File: src/rtl/skew_register_bank_if.sv
// Bus bundle for skew_register_bank: enable, flush, input valid and the
// packed lane data in, plus the delayed lane data and per-lane valids out.
`timescale 1ns/1ps

interface skew_register_bank_if #(
    parameter int WIDTH = 34,
    parameter int LANES = 4
);
    logic                     E;
    logic                     F;
    logic                     V;
    logic [LANES*WIDTH-1:0]   D;
    logic [LANES*WIDTH-1:0]   Q;
    logic [LANES-1:0]         QV;

    modport master (output E, F, V, D, input Q, QV);
    modport slave  (input E, F, V, D, output Q, QV);
endinterface

File: src/rtl/skew_register_bank.sv
// Per-lane staggered register pipelines for the systolic-array boundary.
// Lane i is a chain of L(i) data+valid registers:
//   MODE 0 (skew)   : L(i) = BASE + i
//   MODE 1 (deskew) : L(i) = BASE + LANES - 1 - i
// E=0 freezes every stage, F=1 kills all valid bits without touching data,
// Rn=0 (synchronous) clears everything and overrides E/F/V.
`timescale 1ns/1ps

module skew_register_bank #(
    parameter int WIDTH = 34,
    parameter int LANES = 4,
    parameter int BASE  = 1,
    parameter int MODE  = 0
) (
    input  logic                  C,
    input  logic                  Rn,
    skew_register_bank_if.slave   bus
);

    for (genvar gi = 0; gi < LANES; gi++) begin : g_lane
        localparam int DEPTH = (MODE == 0) ? (BASE + gi) : (BASE + LANES - 1 - gi);

        logic [DEPTH-1:0][WIDTH-1:0] data_q;
        logic [DEPTH-1:0][WIDTH-1:0] data_d;
        logic [DEPTH-1:0]            valid_q;
        logic [DEPTH-1:0]            valid_d;

        // Next state: hold by default, shift on enable, flush clears valids only.
        always_comb begin
            data_d  = data_q;
            valid_d = valid_q;
            if (bus.E) begin
                data_d[0]  = bus.D[gi*WIDTH +: WIDTH];
                valid_d[0] = bus.V;
                for (int s = 1; s < DEPTH; s++) begin
                    data_d[s]  = data_q[s-1];
                    valid_d[s] = valid_q[s-1];
                end
            end
            if (bus.F) begin
                valid_d = '0;
            end
        end

        // Stage registers with synchronous active-low clear.
        always_ff @(posedge C) begin
            if (!Rn) begin
                data_q  <= '0;
                valid_q <= '0;
            end else begin
                data_q  <= data_d;
                valid_q <= valid_d;
            end
        end

        assign bus.Q[gi*WIDTH +: WIDTH] = data_q[DEPTH-1];
        assign bus.QV[gi]               = valid_q[DEPTH-1];
    end

endmodule
File: src/flat_wrapper.sv
// flat-port wrapper written by rule: the top's interface ports become plain ports
module skew_register_bank_flat 
#(
    parameter int WIDTH = 34,
    parameter int LANES = 4,
    parameter int BASE  = 1,
    parameter int MODE  = 0
)
  (C, Rn, bus_E, bus_F, bus_V, bus_D, bus_Q, bus_QV);
  skew_register_bank_if #(.WIDTH(WIDTH), .LANES(LANES)) bus_i ();
  input  logic C;
  input  logic Rn;
  input wire logic [$bits(bus_i.E)-1:0] bus_E;
  input wire logic [$bits(bus_i.F)-1:0] bus_F;
  input wire logic [$bits(bus_i.V)-1:0] bus_V;
  input wire logic [$bits(bus_i.D)-1:0] bus_D;
  output wire logic [$bits(bus_i.Q)-1:0] bus_Q;
  output wire logic [$bits(bus_i.QV)-1:0] bus_QV;
  assign bus_i.E = bus_E;
  assign bus_i.F = bus_F;
  assign bus_i.V = bus_V;
  assign bus_i.D = bus_D;
  assign bus_Q = bus_i.Q;
  assign bus_QV = bus_i.QV;
  skew_register_bank #(.WIDTH(WIDTH), .LANES(LANES), .BASE(BASE), .MODE(MODE)) u_core (.C(C), .Rn(Rn), .bus(bus_i));
endmodule
File: config.mk
export PLATFORM = sky130hd
export DESIGN_NAME = skew_register_bank_flat
export DESIGN_NICKNAME = d
export VERILOG_FILES = /design/src/rtl/skew_register_bank_if.sv /design/src/rtl/skew_register_bank.sv /design/src/flat_wrapper.sv
export SDC_FILE = /design/constraint.sdc
export NUM_CORES = 1
export LEC_CHECK = 0
export ABC_AREA = 0
export CELL_PAD_IN_SITES_DETAIL_PLACEMENT = 0
export CELL_PAD_IN_SITES_GLOBAL_PLACEMENT = 1
export CORE_ASPECT_RATIO = 1.75
export CORE_MARGIN = 3
export CORE_UTILIZATION = 42
export CTS_BUF_LIST = sky130_fd_sc_hd__clkbuf_8
export CTS_CLUSTER_DIAMETER = 30
export DETAILED_ROUTE_END_ITERATION = 10
export HOLD_SLACK_MARGIN = 0.06
export MAX_ROUTING_LAYER = met4
export PLACE_DENSITY = 0.89
export SYNTH_ARGS = -nofsm -noshare
export SYNTH_HDL_FRONTEND = slang
export SYNTH_SLANG_ARGS = --single-unit
File: constraint.sdc
create_clock -name C -period 1.21 [get_ports C]
set_input_delay 0.1815 -clock C [delete_from_list [all_inputs] [get_ports C]]
set_output_delay 0.1815 -clock C [all_outputs]
set_load 0.005 [all_outputs]
==> results of run 1 <==
==> cells in the final DEF, fill, tap and decap left out, drive strengths merged <==
| master | netlist | layout |
|---|---|---|
| nor2b | 340 | 340 |
| clkinv | 0 | 10 |
| dfxtp | 344 | 344 |
| clkbuf | 36 | 64 |
| dlygate4sd3 | 0 | 1 |
| diode | 0 | 4 |
| clkinvlp | 0 | 1 |
| nand2b | 1 | 1 |
| buf | 143 | 199 |
| inv | 0 | 21 |
| nor2 | 4 | 4 |
| bufinv | 0 | 3 |
| clkdlybuf4s50 | 0 | 138 |
| mux2i | 344 | 344 |
==> state kept, by name, summed over array words and instances, names as in the netlist <==
signal                 cells
u_core.g_lane.data_q     238
u_core.bus.Q             102
u_core.g_lane.valid_q      4
==> cell families (layout without fill, tap and decap cells) <==
group | after synthesis | count (layout)
buf+inv | 179 | 437
flops | 344 | 344
mux | 344 | 344
other cells | 0 | 4
simple gates | 345 | 345
==> worst max path at each step <==
| stage | from | to | slack, ps | cells past startpoint |
|---|---|---|---|---|
| after floorplan | bus_E | u_core.bus.Q[100] | 180 | 5 |
| after global placement | bus_E | u_core.g_lane[3].data_q[7] | 100 | 5 |
| after detailed placement | bus_E | u_core.g_lane[2].data_q[63] | 60 | 5 |
| after CTS | u_core.bus.Q[90] | bus_Q[90] | -90 | 1 |
| after global routing | u_core.g_lane[0].data_q[2] | bus_Q[2] | -80 | 1 |
| final | u_core.g_lane[0].data_q[2] | bus_Q[2] | -10 | 1 |
==> cell type report <==
class,count,area share
clock inverter,35,0.0137
sequential,344,0.399
multi-input combinational,689,0.316
antenna,4,0.000565
clock buffer,64,0.0497
tap,396,0.0280
timing repair buffer,338,0.194
==> layer usage <==
layer | wire [um] | up-vias | share of wire | global-route usage
li1 | - | 4316 | - | -
met1 | 10800 | 3955 | 0.39 | 0.175
met2 | 14800 | 191 | 0.53 | 0.291
met3 | 1470 | 65 | 0.053 | 0.0391
met4 | 880 | 0 | 0.031 | 0.0593
met5 | 0 | - | 0 | -
==> metrics by stage <==
stage	TNS [ps]	total power (uW)	hold slack (ps)
floorplan	0	13500	329
global placement	0	14500	475
detailed placement	0	14500	490
CTS	-5840	24700	84.8
global route	-6130	25400	135
finish	-49.3	24300	126
==> report_power, final <==
| group | switching (uW) | internal, uW |
|---|---|---|
| Combinational | 857 | 1440 |
| Sequential | 246 | 11800 |
| Clock | 4460 | 5470 |
| Total | 5570 | 18700 |
==> what timing repair did <==
action | 4_1_cts | 5_1_grt
endpoints found under the hold margin | 12 | 0
hold buffers | 1 | 0
setup endpoints to repair | 140 | 140
setup buffers | 20 | 7
gates resized for setup | 777 | 30
==> results.md, run 1 <==
- Pwr dens: 1370 nW/um2
- Worst path bufs/invs: 1
- Min Tclk post-route: 1220 ps
- Drt wl/cell: 15.0 um
- Area of the mapped netlist: 13700 um2
- First-pass GRT wire length: 45400 um
- HP Start: bus_E
- Mux share of post-synthesis cell area: 0.252
- Reg-to-Reg Start: u_core.g_lane[0].data_q[25]
- Antenna viol nets, final: 0
- Pre-CTS setup slack: 55.5 ps
- Multi-input logic area: 5590 um2
- Die X: 142 um
- Core area: 31700 um2
- Largest net degree at the start of global routing: 115
- Sequential area share after synthesis: 0.504
- Clk root buf: clkbuf_8
- # clock sinks: 344
- Max-Cap Viols: 0
- Layout cells sized above 1: 0.284
- Final Cell Area: 17700 um2
- H-tree depth: 2
- Vias per inst: 4.56
- Status: complete, but fails checks
- Area Overhead vs Synth: 29.7%
- CP max-delay cell: dfxtp_2
- Fmax: 817 MHz
- Final setup fails: 8
- Initial antenna violation count: 4
- Placed cell count: 1739
- Top delay family on crit path: flip-flops
- Synth warnings: 0
- Crit path DAT: 1040 ps
- Final #Nets: 1568
- Final Hold Vio Count: 0
- Final core occ: 0.558
- GRT Overall Usage: 0.164
- Adder-Cell Fraction of Synth Area: 0
- Synth Area in Compound Gates: 0
- Post-Synthesis Cells: 1212
- DR iter-0 viols: 241
- PnR worst setup slack: -14.1 ps
- CTS tree: done
- Post-Synth XOR/XNOR Area: 0
- Simple-Gate Fraction of Synth Area: 0.157
- Worst-path cell chain: buf_2
- Worst-Margin Slew: 397 ps
- Worst Hold Class: input pin to flip-flop
- Num CTS Buffers: 54
- Synth top area share: 0.504
- Clock buffer depth: 3
- Via count: 8527
- Final cell count without fillers: 1870
- Hold Path End: u_core.bus.Q[67]
- Pleak: 0.00775 uW
- Max FO, Critical Path: 2
- Cell Area, Placed: 16200 um2
- Peak supply drop: 976 uV
- Critical path class: flip-flop to primary output
- Final period util: 1.01
- Crit path capture type: primary output
- Dominant cell type by area after synthesis: dfxtp_1
- DR pass1 iterations: 4
- Main combinational cell family by area after synthesis: multiplexers
- Slew HR: 0.735
- Startpoint type of the worst setup path: flip-flop
- Area taken by flip-flops and latches: 7060 um2
- Synth unique cells: 8
- DRC Markers: 0
- DP HPWL: 19500 um
- Clock latency at the later pin of the worst-skew pair: 580 ps
- Hold Path Stages: 4
- Row Count: 86
- RSZ-0062 raised after global routing: true
- Synthesized area per cell: 11.3 um2
- IO buf count: 280
- Synth top area cells: dfxtp_1 50%, mux2i_1 25%, nor2b_1 16%
- FF-to-FF path depth: 3
- Failing checks: negative setup slack
- Post-synth EDFFs: 0
- Syn Nets: 1353
- Final Wtd Congestion: 0.776
- Data required time of the worst path: 1030 ps
- Final Skew: 9.59 ps
- Filler cells: 2760
- Initial Util: 0.430
- Top post-synthesis cells by count: 344 x dfxtp_1, 344 x mux2i_1, 340 x nor2b_1
- Vias in the first global route: 8816
- Io pins: 281
- Die height: 245 um
- Slowest stage delay, CP: 350 ps
- Async SR Flop Fraction: 0
- Top FF cell, synth: dfxtp_1
- Reg clk slew, reported paths: 60 ps
- Die area: 34800 um2
- Reg-to-reg critical path endpoint: u_core.g_lane[0].data_q[25]
- Remaining Overflow, GRT: 0
- Yosys reg bits: 344
- Total wire length: 28000 um
- Fin. max-slew vios: 0
- R2r setup slk: 450 ps
Note: power is estimated with default switching activity, not from simulation.
==> run 2: changes to the inputs <==
==> config.mk (replaced) <==
export PLATFORM = sky130hd
export DESIGN_NAME = skew_register_bank_flat
export DESIGN_NICKNAME = d
export VERILOG_FILES = /design/src/rtl/skew_register_bank_if.sv /design/src/rtl/skew_register_bank.sv /design/src/flat_wrapper.sv
export SDC_FILE = /design/constraint.sdc
export NUM_CORES = 1
export LEC_CHECK = 0
export CORE_ASPECT_RATIO = 1.75
export CORE_MARGIN = 3
export CORE_UTILIZATION = 45
export CTS_BUF_LIST = sky130_fd_sc_hd__clkbuf_8
export CTS_CLUSTER_DIAMETER = 30
export DETAILED_ROUTE_END_ITERATION = 10
export HOLD_SLACK_MARGIN = 0.06
export MAX_ROUTING_LAYER = met4
export PLACE_DENSITY = 0.78
export SYNTH_ARGS = -nofsm -noshare
export SYNTH_HDL_FRONTEND = slang
export SYNTH_SLANG_ARGS = --single-unit
==> run 2 against run 1 <==
Against the previous run: the flow still finishes with violations (negative setup slack); routed wire length increased by 1.5%; final area decreased by 0.20%; global-route usage increased by 1.1 points; clock power decreased by 3.5%; via count increased by 0.77%.
==> results.md, run 2 (synthesized netlist as in run 1, its figures left out) <==
- First-pass GRT wire length: 44400 um
- Most frequent cells in the layout: 344 x mux2i_1, 340 x nor2b_1, 204 x dfxtp_1
- Worst path bufs/invs: 1
- GRT Overall Usage: 0.175
- Initial Util: 0.461
- Die X: 138 um
- Max-Cap Viols: 0
- Num CTS Buffers: 52
- Filler cells: 2437
- Vias per inst: 4.62
- Crit path capture type: primary output
- Remaining Overflow, GRT: 0
- R2r setup slk: 340 ps
- Fmax: 811 MHz
- PnR worst setup slack: -22.9 ps
- Clock latency at the later pin of the worst-skew pair: 590 ps
- Status: complete, but fails checks
- Max FO, Critical Path: 2
- Multi-input logic area: 5590 um2
- Final Hold Vio Count: 0
- Row Count: 83
- Final Wtd Congestion: 0.811
- Cell Area, Placed: 16200 um2
- IO buf count: 280
- Final #Nets: 1580
- FF-to-FF path depth: 4
- Data required time of the worst path: 1030 ps
- DR pass1 iterations: 4
- Worst-Margin Slew: 412 ps
- H-tree depth: 2
- Core area: 29600 um2
- Clock buffer depth: 3
- Failing checks: negative setup slack
- Worst Hold Class: input pin to flip-flop
- Drt wl/cell: 15.3 um
- Hold Path Stages: 4
- # clock sinks: 344
- Layout cells sized above 1: 0.288
- Critical path class: flip-flop to primary output
- DR iter-0 viols: 223
- Antenna viol nets, final: 0
- RSZ-0062 raised after global routing: true
- Pwr dens: 1350 nW/um2
- Slew HR: 0.725
- Peak supply drop: 1140 uV
- HP Start: bus_E
- Final period util: 1.02
- Final Cell Area: 17700 um2
- Pleak: 0.00775 uW
- Area taken by flip-flops and latches: 7060 um2
- Area Overhead vs Synth: 29.5%
- Clk root buf: clkbuf_8
- Final Skew: 16.0 ps
- DRC Markers: 0
- Min Tclk post-route: 1230 ps
- CP max-delay cell: dfxtp_2
- Top delay family on crit path: flip-flops
- Total wire length: 28400 um
- Pre-CTS setup slack: 90.1 ps
- DP HPWL: 19600 um
- Via count: 8593
- Commonest non-fill, non-tap cell in the layout: mux2i_1
- Vias in the first global route: 8847
- Reg clk slew, reported paths: 60 ps
- Most flop-heavy register: u_core.g_lane.data_q
- Hold Path End: u_core.g_lane[3].data_q[2]
- Fin. max-slew vios: 0
- Io pins: 281
- CTS tree: done
- Initial antenna violation count: 2
- Die height: 236 um
- Reg-to-Reg Start: u_core.bus.Q[38]
- Die area: 32600 um2
- Largest net degree at the start of global routing: 67
- Slowest stage delay, CP: 350 ps
- Reg-to-reg critical path endpoint: u_core.bus.Q[38]
- Total Power: 24000 uW
- Startpoint type of the worst setup path: flip-flop
- Crit path DAT: 1050 ps
- Worst-path cell chain: buf_2
- Final setup fails: 5
- Largest register FFs: 238
## run 2: changes by cell type in the layout (fill, tap and decap cells not counted), sizes merged
cell / delta
clkinvlp: +1
clkinv: -5
diode: -2
buf: +14
inv: -3
clkbuf: -2
## run 2: final cells by class
cell class,instances,share of cell area
antenna,2,0.000283
clock buffer,62,0.0483
clock inverter,28,0.0116
multi-input combinational,689,0.316
sequential,344,0.399
tap,382,0.0270
timing repair buffer,352,0.197
## run 2: routing by layer
metal | vias to the layer above | part of all wire | wire (um) | global-route usage
li1 | 4341 | - | - | -
met1 | 3976 | 0.37 | 10500 | 0.176
met3 | 72 | 0.060 | 1700 | 0.0463
met2 | 204 | 0.53 | 15100 | 0.309
met5 | - | 0 | 0 | -
met4 | 0 | 0.040 | 1120 | 0.0809
## run 2: worst max path at each step
stage                                   to  cells after the start  slack (ps)                       start
2_1_floorplan            u_core.bus.Q[100]                      5         180                       bus_E
3_3_place_gp              u_core.bus.Q[64]                      5         130                       bus_E
3_5_place_dp   u_core.g_lane[1].data_q[24]                      5          90                       bus_E
4_1_cts                          bus_Q[89]                      1         -70            u_core.bus.Q[89]
5_1_grt                           bus_Q[7]                      1         -90  u_core.g_lane[0].data_q[7]
6_report                          bus_Q[7]                      1         -20  u_core.g_lane[0].data_q[7]
## run 2: through the flow
stage / utilization / hold slack (ps) / setup TNS, ps / cells
after detailed placement: 0.549 / 501 / 0 / 1732
after CTS: 0.591 / 62.5 / -5180 / 1843
after global routing: 0.598 / 91.8 / -6080 / 1859
final: 0.598 / 119 / -30.0 / 1859
after global placement: 0.549 / 476 / 0 / 1732
after floorplan: - / 329 / 0 / 1212
## run 2: repair_timing
| action | in CTS | in global routing |
|---|---|---|
| resized for setup | 788 | 15 |
| hold buffers | 1 | 0 |
| endpoints found under the setup margin | 140 | 140 |
| gates cloned | 0 | 0 |
| setup buffers | 20 | 14 |
| hold endpoints to repair | 24 | 0 |
| pin swaps | 0 | 0 |
## run 2: power breakdown
group | total, uW | leakage, uW | internal [uW] | switching [uW]
Combinational | 2330 | 0.00428 | 1450 | 882
Clock | 9590 | 0.000604 | 5280 | 4320
Sequential | 12000 | 0.00287 | 11800 | 240
==> run 3: changes to the inputs <==
--- a/config.mk
+++ b/config.mk
@@ -13,7 +13,7 @@
 export DETAILED_ROUTE_END_ITERATION = 10
 export HOLD_SLACK_MARGIN = 0.06
 export MAX_ROUTING_LAYER = met4
-export PLACE_DENSITY = 0.78
+export PLACE_DENSITY = 0.72
 export SYNTH_ARGS = -nofsm -noshare
 export SYNTH_HDL_FRONTEND = slang
 export SYNTH_SLANG_ARGS = --single-unit
==> run 3 against run 2 <==
Against the previous run: highest routed layer unchanged; hold slack improved by 66 ps; the flow now finishes without violations; sequential power about the same; combinational power about the same; total power increased by 3.8%; die area unchanged.
==> results.md, run 3 (synthesized netlist as in run 1, its figures left out) <==
- Via count: 8471
- Placed cell count: 1738
- Critical path class: flip-flop to primary output
- Max-Cap Viols: 0
- Data required time of the worst path: 1030 ps
- # clock sinks: 344
- DP HPWL: 19400 um
- First-pass GRT wire length: 44100 um
- Remaining Overflow, GRT: 0
- RSZ-0062 raised after global routing: true
- Initial Util: 0.461
- Most frequent cells in the layout: 344 x mux2i_1, 340 x nor2b_1, 204 x dfxtp_1
- Final period util: 0.992
- Fin. max-slew vios: 0
- Routed length on met1: 10500 um
- Final Skew: 6.70 ps
- Clock latency at the later pin of the worst-skew pair: 560 ps
- Die area: 32600 um2
- Slew HR: 0.739
- Clk root buf: clkbuf_8
- Top delay family on crit path: flip-flops
- Drt wl/cell: 14.8 um
- Final cell count without fillers: 1851
- Vias in the first global route: 8796
- IO buf count: 280
- Pwr dens: 1390 nW/um2
- Crit path DAT: 1020 ps
- Total Power: 24900 uW
- CP max-delay cell: dfxtp_2
- Antenna viol nets, final: 0
- Worst-path cell chain: buf_6
- Commonest non-fill, non-tap cell in the layout: mux2i_1
- CTS tree: done
- Status: finished clean
- Largest net degree at the start of global routing: 53
- Met2 Wirelength: 14600 um
- Fmax: 833 MHz
- Reg clk slew, reported paths: 60 ps
- Startpoint type of the worst setup path: flip-flop
- Initial antenna violation count: 2
- Final setup fails: 0
- Min Tclk post-route: 1200 ps
- Pleak: 0.00778 uW
- Routed length on met3: 1700 um
- Die X: 138 um
- Final #Nets: 1575
- Io pins: 281
- Die height: 236 um
- Final Hold Vio Count: 0
- Largest register FFs: 238
- Crit path capture type: primary output
- Total wire length: 27500 um
- Peak supply drop: 950 uV
- Final core occ: 0.603
- GRT Overall Usage: 0.171
- Worst path bufs/invs: 1
- DR iter-0 viols: 211
- Clock buffer depth: 3
- Vias per inst: 4.58
- DRC Markers: 0
- Slowest stage delay, CP: 370 ps
- Final Wtd Congestion: 0.759
- Row Count: 83
- Worst-Margin Slew: 392 ps
- Most flop-heavy register: u_core.g_lane.data_q
- Layout cells sized above 1: 0.290
- H-tree depth: 2
- Core area: 29600 um2
- Max Used Layer: met4
- Num CTS Buffers: 52
- Max FO, Critical Path: 2
- Area Overhead vs Synth: 30.7%
- Worst Hold Class: input pin to flip-flop
- DR pass1 iterations: 4
## run 3: changes by cell type in the layout (fill, tap and decap cells not counted), sizes merged
cell / change
buf: -5
bufinv: +4
clkbuf: +2
clkinvlp: -1
inv: -8
## run 3: routing by layer
layer  track usage  vias up
met1         0.179     3924
met5             -        -
met2         0.302      184
li1              -     4319
met4        0.0605        0
met3        0.0502       44
## run 3: report_power, final
part | total [uW] | internal (uW) | switching, uW
Sequential | 12000 | 11800 | 237
Combinational | 2340 | 1470 | 864
Clock | 10500 | 6240 | 4250
Total | 24900 | 19500 | 5350
## run 3: repair_timing
action                                  CTS  global route
endpoints found under the hold margin    65             0
setup buffers                            14             9
gates resized for setup                 788            18
hold buffers                              1             0
endpoints found under the setup margin  140           140
gates cloned                              0             0
## run 3: final cells by class
cell class | instances | area (um2)
clock buffer | 64 | 881
timing repair buffer | 347 | 3550
multi-input combinational | 689 | 5590
antenna | 2 | 5.00
sequential | 344 | 7060
fill | 2483 | 11800
clock inverter | 23 | 280
tap | 382 | 478
## run 3: worst paths after layout
kind,start,cells past startpoint,to,slack [ps]
max reg2reg,u_core.bus.Q[124],4,u_core.bus.Q[124],360
min,bus_E,4,u_core.bus.Q[63],180
min reg2reg,u_core.bus.Q[86],2,u_core.bus.Q[86],500
max,u_core.bus.Q[109],1,bus_Q[109],9
## run 3: metrics by stage
step           hold slack (ps)  setup WS (ps)  instance area (um2)  TNS (ps)
2_1_floorplan              329            184                13700         0
3_3_place_gp               445           99.3                16400         0
3_5_place_dp               454           64.3                16400         0
4_1_cts                    136          -68.6                17700     -3900
5_1_grt                    160          -51.5                17800     -4360
6_report                   185           9.41                17800         0
==> variant: new RTL, config.mk and constraints of run 2 <==
`WIDTH` is set to 34 in 3 places; all go to 17.
--- a/src/rtl/skew_register_bank_if.sv
+++ b/src/rtl/skew_register_bank_if.sv
@@ -3,7 +3,7 @@
 `timescale 1ns/1ps
 
 interface skew_register_bank_if #(
-    parameter int WIDTH = 34,
+    parameter int WIDTH = 17,
     parameter int LANES = 4
 );
     logic                     E;
--- a/src/rtl/skew_register_bank.sv
+++ b/src/rtl/skew_register_bank.sv
@@ -7,7 +7,7 @@
 `timescale 1ns/1ps
 
 module skew_register_bank #(
-    parameter int WIDTH = 34,
+    parameter int WIDTH = 17,
     parameter int LANES = 4,
     parameter int BASE  = 1,
     parameter int MODE  = 0
--- a/src/flat_wrapper.sv
+++ b/src/flat_wrapper.sv
@@ -1,7 +1,7 @@
 // flat-port wrapper written by rule: the top's interface ports become plain ports
 module skew_register_bank_flat 
 #(
-    parameter int WIDTH = 34,
+    parameter int WIDTH = 17,
     parameter int LANES = 4,
     parameter int BASE  = 1,
     parameter int MODE  = 0
Ports: changed (resized bus_D and bus_Q); port bits go from 281 to 145. No check against the original RTL was run, so the function may have changed too.
==> variant against run 2 <==
Clock skew decreased by 0.0073 ns. Synthesized area is 48% lower. Sequential cell count shrank 170. Maximum frequency rose by 7.3%. Setup slack improved by 0.084 ns. Die area shrank 47%. Hold slack improved by 0.026 ns. Routed wire length fell by 54%. Total power shrank 54%. Cell area fell by 52%. Largest power group unchanged.
==> variant: results <==
metrics = {
    "cts": {
        "clkSlewWorstSetupHoldPaths_ns": 0.09,
        "clock_latency_ns": 0.43,
        "clk_path_buf_depth": 2,
        "htree_levels": 4,
        "cts_made_buffers": 17,
    },
    "global_route": {
        "grt_util_all_layers_pct": 16.3,
        "grt_max_degree": 116,
        "grt_pass1_wl_um": 21900,
        "grt_pass1_vias": 4563,
        "antenna_found_initial": 0,
    },
    "drt": {
        "dr.first_iter.drc_count": 74,
        "drtPass1Iterations": 4,
        "met3_wirelength_um": 582,
        "wire_per_inst_um": 14.4,
        "dr_total_vias": 4303,
        "top_layer": "met4",
        "wl_met1_um": 5160,
        "route.met2.wl_um": 7230,
    },
    "critical_path": {
        "critical-path-top-delay-family": "flip-flops",
        "regToRegEndpoint": "u_core.bus.Q[46]",
        "reg2reg_setup_slack_ns": 0.34,
        "cp_slowest_cell": "dfxtp_2",
        "max_stage_delay_ns": 0.33,
        "endpoint": "bus_Q[36]",
        "crit_start": "u_core.bus.Q[36]",
        "worstPathMaxFanout": 2,
        "timing.rr.start": "u_core.bus.Q[46]",
        "r2r_cells": 4,
        "cp.arrival_ns": 0.97,
    },
    "yosys": {
        "yosysSeqAreaShare_pct": 49.0,
        "ys.flop_type": "dfxtp_1",
        "async_flop_share_pct": 0,
        "synth_nets": 687,
        "synth_common_cells": "dfxtp_1 (174), mux2i_1 (174), nor2b_1 (170), buf_4 (56), clkbuf_1 (17)",
        "synth_area_leaders": "dfxtp_1 (49%), mux2i_1 (25%), nor2b_1 (15%)",
        "synthDistinctLibCells": 9,
    },
    "run_status": {
        "outcome": "finished, final reports clean",
    },
    "min_path": {
        "whs_endpoint": "u_core.bus.Q[50]",
        "holdPathStages": 3,
        "hold_path.class": "in2reg",
        "min_from": "bus_E",
    },
    "timing": {
        "whs_ns": 0.145,
        "period_share_pct": 95.0,
        "clock_skew_ns": 0.00870,
        "max_slew_margin_pct": 75.6,
    },
    "placement": {
        "hpwlAfterDp_um": 9170,
        "dp_slack_ns": 0.118,
        "io_buffers": 144,
        "gp_congestion": 0.721,
    },
    "final_layout": {
        "regMostFlops": "u_core.g_lane.data_q",
        "nNetsFinal": 791,
        "antenna_cells": 0,
        "drive_gt1_share_pct": 26.8,
        "largest_reg_flops": 119,
    },
    "pwr": {
        "irDropWorstVdd_mv": 0.793,
        "leakagePower_uw": 0.00370,
    },
}
variant: cell count changes after synthesis:
cell,change
dfxtp_1,-170
mux2i_1,-170
buf_4,-75
clkbuf_1,-19
nor2b_1,-170
buf_12,+8
buf_2,-12
buf_8,+10
variant: metrics by stage:
step,cells,total power [uW],cell area [sq um]
global placement,867,7280,8170
detailed placement,867,7330,8170
finish,917,11000,8490
floorplan,614,6930,7100
global route,917,11500,8490
CTS,911,11200,8710
variant: where the power goes:
part | switching, uW | internal, uW | leakage, uW
Combinational | 426 | 665 | 0.00206
Sequential | 112 | 5950 | 0.00145
Clock | 2110 | 1720 | 0.000190
Total | 2650 | 8340 | 0.00370
variant: final cells by class:
class                      count  area [sq um]
fill                        1346          6970
tap                          186           233
sequential                   174          3570
clock inverter                14           134
multi-input combinational    349          2830
clock buffer                  18           248
timing repair buffer         176          1480
variant: cells by family (layout without fill, tap and decap cells):
logic type | count (synthesis) | after routing | share of synthesized area, %
flip-flops | 174 | 174 | 49.0
multiplexers | 174 | 174 | 24.5
buffers and inverters | 91 | 208 | 11.2
AND/OR/NAND/NOR | 175 | 175 | 15.3
variant: per-layer routing:
layer,up-vias,GRT usage (%)
met3,18,3.43
li1,2166,-
met4,0,6.37
met5,-,-
met1,2017,17.4
met2,102,29.0
variant: repair_timing:
action | 4_1_cts | 5_1_grt
pin swaps | 0 | 0
buffers inserted | 12 | 6
resized for setup | 241 | 54
endpoints found under the hold margin | 0 | 0
endpoints found under the setup margin | 72 | 55
gates cloned | 0 | 0
